<file path="src/rtl/rvcpu.sv">
// Shared CPU pipeline definitions: depth limits, counters and stage payload structs.
package rvcpu;

    // Largest buffer depth any pipeline stage may be built with.
    localparam int unsigned PIPE_DEPTH_MAX = 4;

    // Wide enough to hold any occupancy count up to PIPE_DEPTH_MAX.
    typedef logic [2:0] pipe_cnt_t;

    localparam int unsigned XLEN  = 32;
    localparam int unsigned REG_W = 5;

    typedef enum logic [3:0] {
        ALU_ADD  = 4'd0,
        ALU_SUB  = 4'd1,
        ALU_SLL  = 4'd2,
        ALU_SLT  = 4'd3,
        ALU_SLTU = 4'd4,
        ALU_XOR  = 4'd5,
        ALU_SRL  = 4'd6,
        ALU_SRA  = 4'd7,
        ALU_OR   = 4'd8,
        ALU_AND  = 4'd9
    } alu_op_e;

    typedef enum logic [1:0] {
        MEM_NONE  = 2'd0,
        MEM_LOAD  = 2'd1,
        MEM_STORE = 2'd2
    } mem_op_e;

    // Fetch -> decode payload.
    typedef struct packed {
        logic [XLEN-1:0] pc;
        logic [XLEN-1:0] instr;
    } stage_if_t;

    // Decode -> execute payload.
    typedef struct packed {
        logic [XLEN-1:0]  pc;
        logic [XLEN-1:0]  rs1_val;
        logic [XLEN-1:0]  rs2_val;
        logic [XLEN-1:0]  imm;
        logic [REG_W-1:0] rd;
        alu_op_e          alu_op;
        mem_op_e          mem_op;
    } stage_id_t;

    // Execute -> memory payload.
    typedef struct packed {
        logic [XLEN-1:0]  pc;
        logic [XLEN-1:0]  alu_res;
        logic [XLEN-1:0]  rs2_val;
        logic [REG_W-1:0] rd;
        mem_op_e          mem_op;
    } stage_ex_t;

    // Memory -> writeback payload.
    typedef struct packed {
        logic [XLEN-1:0]  wb_data;
        logic [REG_W-1:0] rd;
        logic             wb_en;
    } stage_mem_t;

    // Pointer width for a modulo-n counter; never narrower than one bit.
    function automatic int unsigned ptr_width(input int unsigned n);
        return (n > 1) ? $clog2(n) : 1;
    endfunction

endpackage

</file>
<file path="src/rtl/wrap_ctr.sv">
// Modulo-MOD pointer with increment and synchronous clear; wraps MOD-1 -> 0.
module wrap_ctr
    import rvcpu::*;
#(
    parameter  int unsigned MOD = 2,
    localparam int unsigned W   = ptr_width(MOD)
) (
    input  logic         clk,
    input  logic         rst,
    input  logic         clr,
    input  logic         inc,
    output logic [W-1:0] value
);

    // Pointer register: reset/clear to zero, otherwise step and wrap.
    always_ff @(posedge clk) begin
        if (rst || clr) begin
            value <= '0;
        end else if (inc) begin
            value <= (value == W'(MOD - 1)) ? '0 : value + W'(1);
        end
    end

endmodule

</file>
<file path="src/rtl/pipe_stage.sv">
// Elastic pipeline buffer: DEPTH-entry FIFO with valid/ready on both sides,
// one-cycle latency, flush kill and synchronous reset.
// Optional build macro PIPE_STAGE_PERF_EN adds the stall_cycles counter port.
module pipe_stage
    import rvcpu::*;
#(
    parameter  int unsigned WIDTH = 32,
    parameter  int unsigned DEPTH = 2,
    localparam int unsigned CNT_W = $clog2(DEPTH + 1)
) (
    input  logic             clk,
    input  logic             rst,
    input  logic             flush,
    input  logic             in_valid,
    output logic             in_ready,
    input  logic [WIDTH-1:0] in_data,
    output logic             out_valid,
    input  logic             out_ready,
    output logic [WIDTH-1:0] out_data,
    output logic [CNT_W-1:0] count
`ifdef PIPE_STAGE_PERF_EN
    ,
    output logic [31:0]      stall_cycles
`endif
);

    localparam int unsigned PTR_W = ptr_width(DEPTH);

    logic [WIDTH-1:0] mem [DEPTH];
    logic [PTR_W-1:0] rd_ptr;
    logic [PTR_W-1:0] wr_ptr;
    logic [CNT_W-1:0] count_next;
    logic             push;
    logic             pop;

    // Handshakes depend only on registered occupancy and flush.
    assign in_ready  = (count != CNT_W'(DEPTH)) && !flush;
    assign out_valid = (count != '0);
    assign push      = in_valid && in_ready;
    assign pop       = out_valid && out_ready;

    // Head entry, forced to zero while empty so stale storage never leaks.
    assign out_data  = out_valid ? mem[rd_ptr] : '0;

    // Occupancy next-state: flush clears, otherwise push/pop net out.
    always_comb begin
        count_next = count;
        if (flush) begin
            count_next = '0;
        end else begin
            count_next = count + CNT_W'(push) - CNT_W'(pop);
        end
    end

    // Occupancy register.
    always_ff @(posedge clk) begin
        if (rst) begin
            count <= '0;
        end else begin
            count <= count_next;
        end
    end

    // Payload storage; occupancy alone decides validity so no reset needed.
    always_ff @(posedge clk) begin
        if (push) begin
            mem[wr_ptr] <= in_data;
        end
    end

    wrap_ctr #(.MOD(DEPTH)) u_wr_ptr (
        .clk   (clk),
        .rst   (rst),
        .clr   (flush),
        .inc   (push),
        .value (wr_ptr)
    );

    wrap_ctr #(.MOD(DEPTH)) u_rd_ptr (
        .clk   (clk),
        .rst   (rst),
        .clr   (flush),
        .inc   (pop),
        .value (rd_ptr)
    );

`ifdef PIPE_STAGE_PERF_EN
    // Saturating count of cycles where the head is held back by downstream.
    always_ff @(posedge clk) begin
        if (rst) begin
            stall_cycles <= '0;
        end else if (out_valid && !out_ready && !flush && (stall_cycles != '1)) begin
            stall_cycles <= stall_cycles + 32'd1;
        end
    end
`endif

endmodule

</file>
<file path="config.mk">
export PLATFORM = sky130hd
export DESIGN_NAME = pipe_stage
export DESIGN_NICKNAME = d
export VERILOG_FILES = /design/src/rtl/rvcpu.sv /design/src/rtl/wrap_ctr.sv /design/src/rtl/pipe_stage.sv
export SDC_FILE = /design/constraint.sdc
export NUM_CORES = 1
export LEC_CHECK = 0
export ABC_CLOCK_PERIOD_IN_PS = 7300
export CORE_MARGIN = 5
export CORE_UTILIZATION = 51
export DETAILED_ROUTE_END_ITERATION = 7
export PLACE_DENSITY = 0.84
export SLEW_MARGIN = 30
export SYNTH_ARGS = -nofsm -noshare
export SYNTH_HDL_FRONTEND = slang
export SYNTH_HIERARCHICAL = 1
export SYNTH_SLANG_ARGS = --single-unit
</file>
<file path="constraint.sdc">
create_clock -name clk -period 7.3 [get_ports clk]
set_clock_uncertainty 0.05 [all_clocks]
set_input_delay 0.73 -clock clk [delete_from_list [all_inputs] [get_ports clk]]
set_output_delay 0.73 -clock clk [all_outputs]
set_load 0.01 [all_outputs]
</file>
==> results.tsv <==
metric	value	unit
grtUsageMet3	0.0445	
cts_setup_buffers	0	
ys_seq_area_frac	0.750	
synth-edff-count	64	
gp_congestion	0.725	
fin_crit_sh	0.394	
diodes	0	
crit_fanout	20	
start_kind	flop	
ff2ff_setup_slack	5320	ps
io_pins	73	
synth_common_cells	64 x edfxtp_1, 34 x nor2_1, 32 x mux2i_1	
start_util	0.523	
num_vias	1499	
ir_worst_vdd	0.000141	V
clk_pin_slew_worst_paths	60	ps
grt_pass1_wl	7230	um
fmax	0.348	GHz
firstDrtPassIters	4	
synthArstFlopShare	0	
status	completed	
dieArea	6780	sq um
antenna_found_initial	0	
power_density	210	nW/um^2
cts_root_buf	clkbuf_8	
maxSlewViolCount	0	
cts_tree	done	
cts_buffers	9	
drc	0	
period_minus_slack	2870	ps
worstSetupPathType	reg2out	
io_buffers	72	
grt-busiest-layer	met2	
place_hpwl	3380	um
yosysMostFrequentCell	edfxtp_1	
grt.total_usage	0.151	
first_global_vias	1539	
cp.arrival	2090	ps
endpoint_kind	output pin	
timing.final.ws_setup	4430	ps
grt_overflow	0	
leakage	1.17	nW
rows	26	
synth_fp_nets	200	
dieHeight	82.4	um
fp.coreArea	5110	sq um
layout-drive-gt1-share	0.0857	
fin_nets	279	
max-cap-violations	0	
fin_area	3620	sq um
ctsHoldBuffers	0	
hold_viol	0	
total_power	761	uW
area_growth	35.5	%
grt_max_degree	34	
synth_top_cell_by_area	edfxtp_1	
post_cts_resized	0	
required	6520	ps
clock_sinks	68	
pre_cts_slack	4410	ps
synth_area_leaders	edfxtp_1 72%, mux2i_1 12%, nor2_1 4.8%	
routed_wl	4700	um
fin_setup_tns	0	ps
syn_area_per_cell	16.6	sq um
tightest_slew	689	ps
yosys_warnings	6	
clock_latency	320	ps
htreeDepth	3	
yosysUniqueCellTypes	20	
synth_area	2670	sq um
gr-usage-met2	0.249	
vias_per_cell	4.76	
ant_nets	0	
met1_usage	0.179	
dieWidth	82.4	um
rsz0062_at_grt	false	
hp-class	reg2reg	
clock_tree.buffer_depth	2	
synthCells	161	
placed_area	3460	sq um
wl_per_cell	14.9	um
synth_top_area_share	0.720	
setup_viol_count_final	0	
nFillCells	354	
ys.flop_type	edfxtp_1	
synth_seq_cells	68	
maxSlewHeadroom	0.539	
first_iter_violations	63	
-- final timing paths --
| check | to | startpoint | depth (start not counted) |
|---|---|---|---|
| max | out_data[27] | count[1]$_SDFF_PP0_ | 4 |
| min | u_wr_ptr/value$_SDFFE_PP0P_ | u_wr_ptr/value$_SDFFE_PP0P_ | 2 |
| max reg2reg | count[1]$_SDFF_PP0_ | count[1]$_SDFF_PP0_ | 7 |
| min reg2reg | u_wr_ptr/value$_SDFFE_PP0P_ | u_wr_ptr/value$_SDFFE_PP0P_ | 2 |
-- worst max-delay path, stage by stage, from the launching register on --
cell	delay, ps
dfxtp_1	350
nor2_2	490
buf_4	340
nor2_1	90
clkdlybuf4s50_1	490
-- cells in the final DEF, fill, tap and decap left out --
cell             instances
and3_1                   1
buf_4                    3
clkbuf_1                 1
clkbuf_8                 9
clkdlybuf4s50_1         72
clkinv_1                 3
clkinv_2                 1
clkinvlp_4               2
dfxtp_1                  3
dfxtp_4                  1
edfxtp_1                64
ha_1                     2
inv_1                    2
mux2i_1                 32
nand2_1                  1
nand2b_1                 1
nor2_1                  34
nor2_2                   1
nor2b_1                  3
nor3_2                   3
nor3_4                   1
nor3b_1                  1
or2b_1                   1
xnor2_1                  2
xnor3_1                  1
-- per-layer routing --
metal	part of all wire	vias to the layer above
met1	0.41	694
met4	0.0085	0
met2	0.51	51
met5	0	-
met3	0.070	6
li1	-	748
-- state kept, by name, indices dropped and copies added (netlist names) --
register        count
count               2
mem                64
u_wr_ptr/value      1
u_rd_ptr/value      1
-- cell type report --
type / count / area (sq um) / share of cell area
Clock buffer: 10 / 128 / 0.0353
Timing Repair Buffer: 75 / 743 / 0.205
Sequential cell: 68 / 2010 / 0.554
Tap cell: 70 / 87.6 / 0.0242
Clock inverter: 6 / 31.3 / 0.00864
Multi-Input combinational cell: 84 / 616 / 0.170
Inverter: 2 / 7.51 / 0.00207
-- logic make-up after synthesis --
family	count (synthesis)	share of synthesized area
flip-flops	68	0.750
AND/OR/NAND/NOR	47	0.0820
multiplexers	32	0.120
buffers and inverters	9	0.0239
XOR/XNOR	3	0.0150
adder cells (fa/ha/maj)	2	0.00937
-- where the power goes --
group / internal (mW) / switching, mW
sequential: 0.439 / 0.00468
clock: 0.119 / 0.126
combinational: 0.0422 / 0.0306
total: 0.600 / 0.161
-- stage by stage --
| stage | util | hold WS, ps | cells |
|---|---|---|---|
| after floorplan | - | 471 | 161 |
| after global placement | 0.676 | 527 | 299 |
| after detailed placement | 0.677 | 574 | 299 |
| after CTS | 0.708 | 598 | 315 |
| after global routing | 0.708 | 618 | 315 |
| final | 0.708 | 592 | 315 |
(Power assumes the default switching activity.)
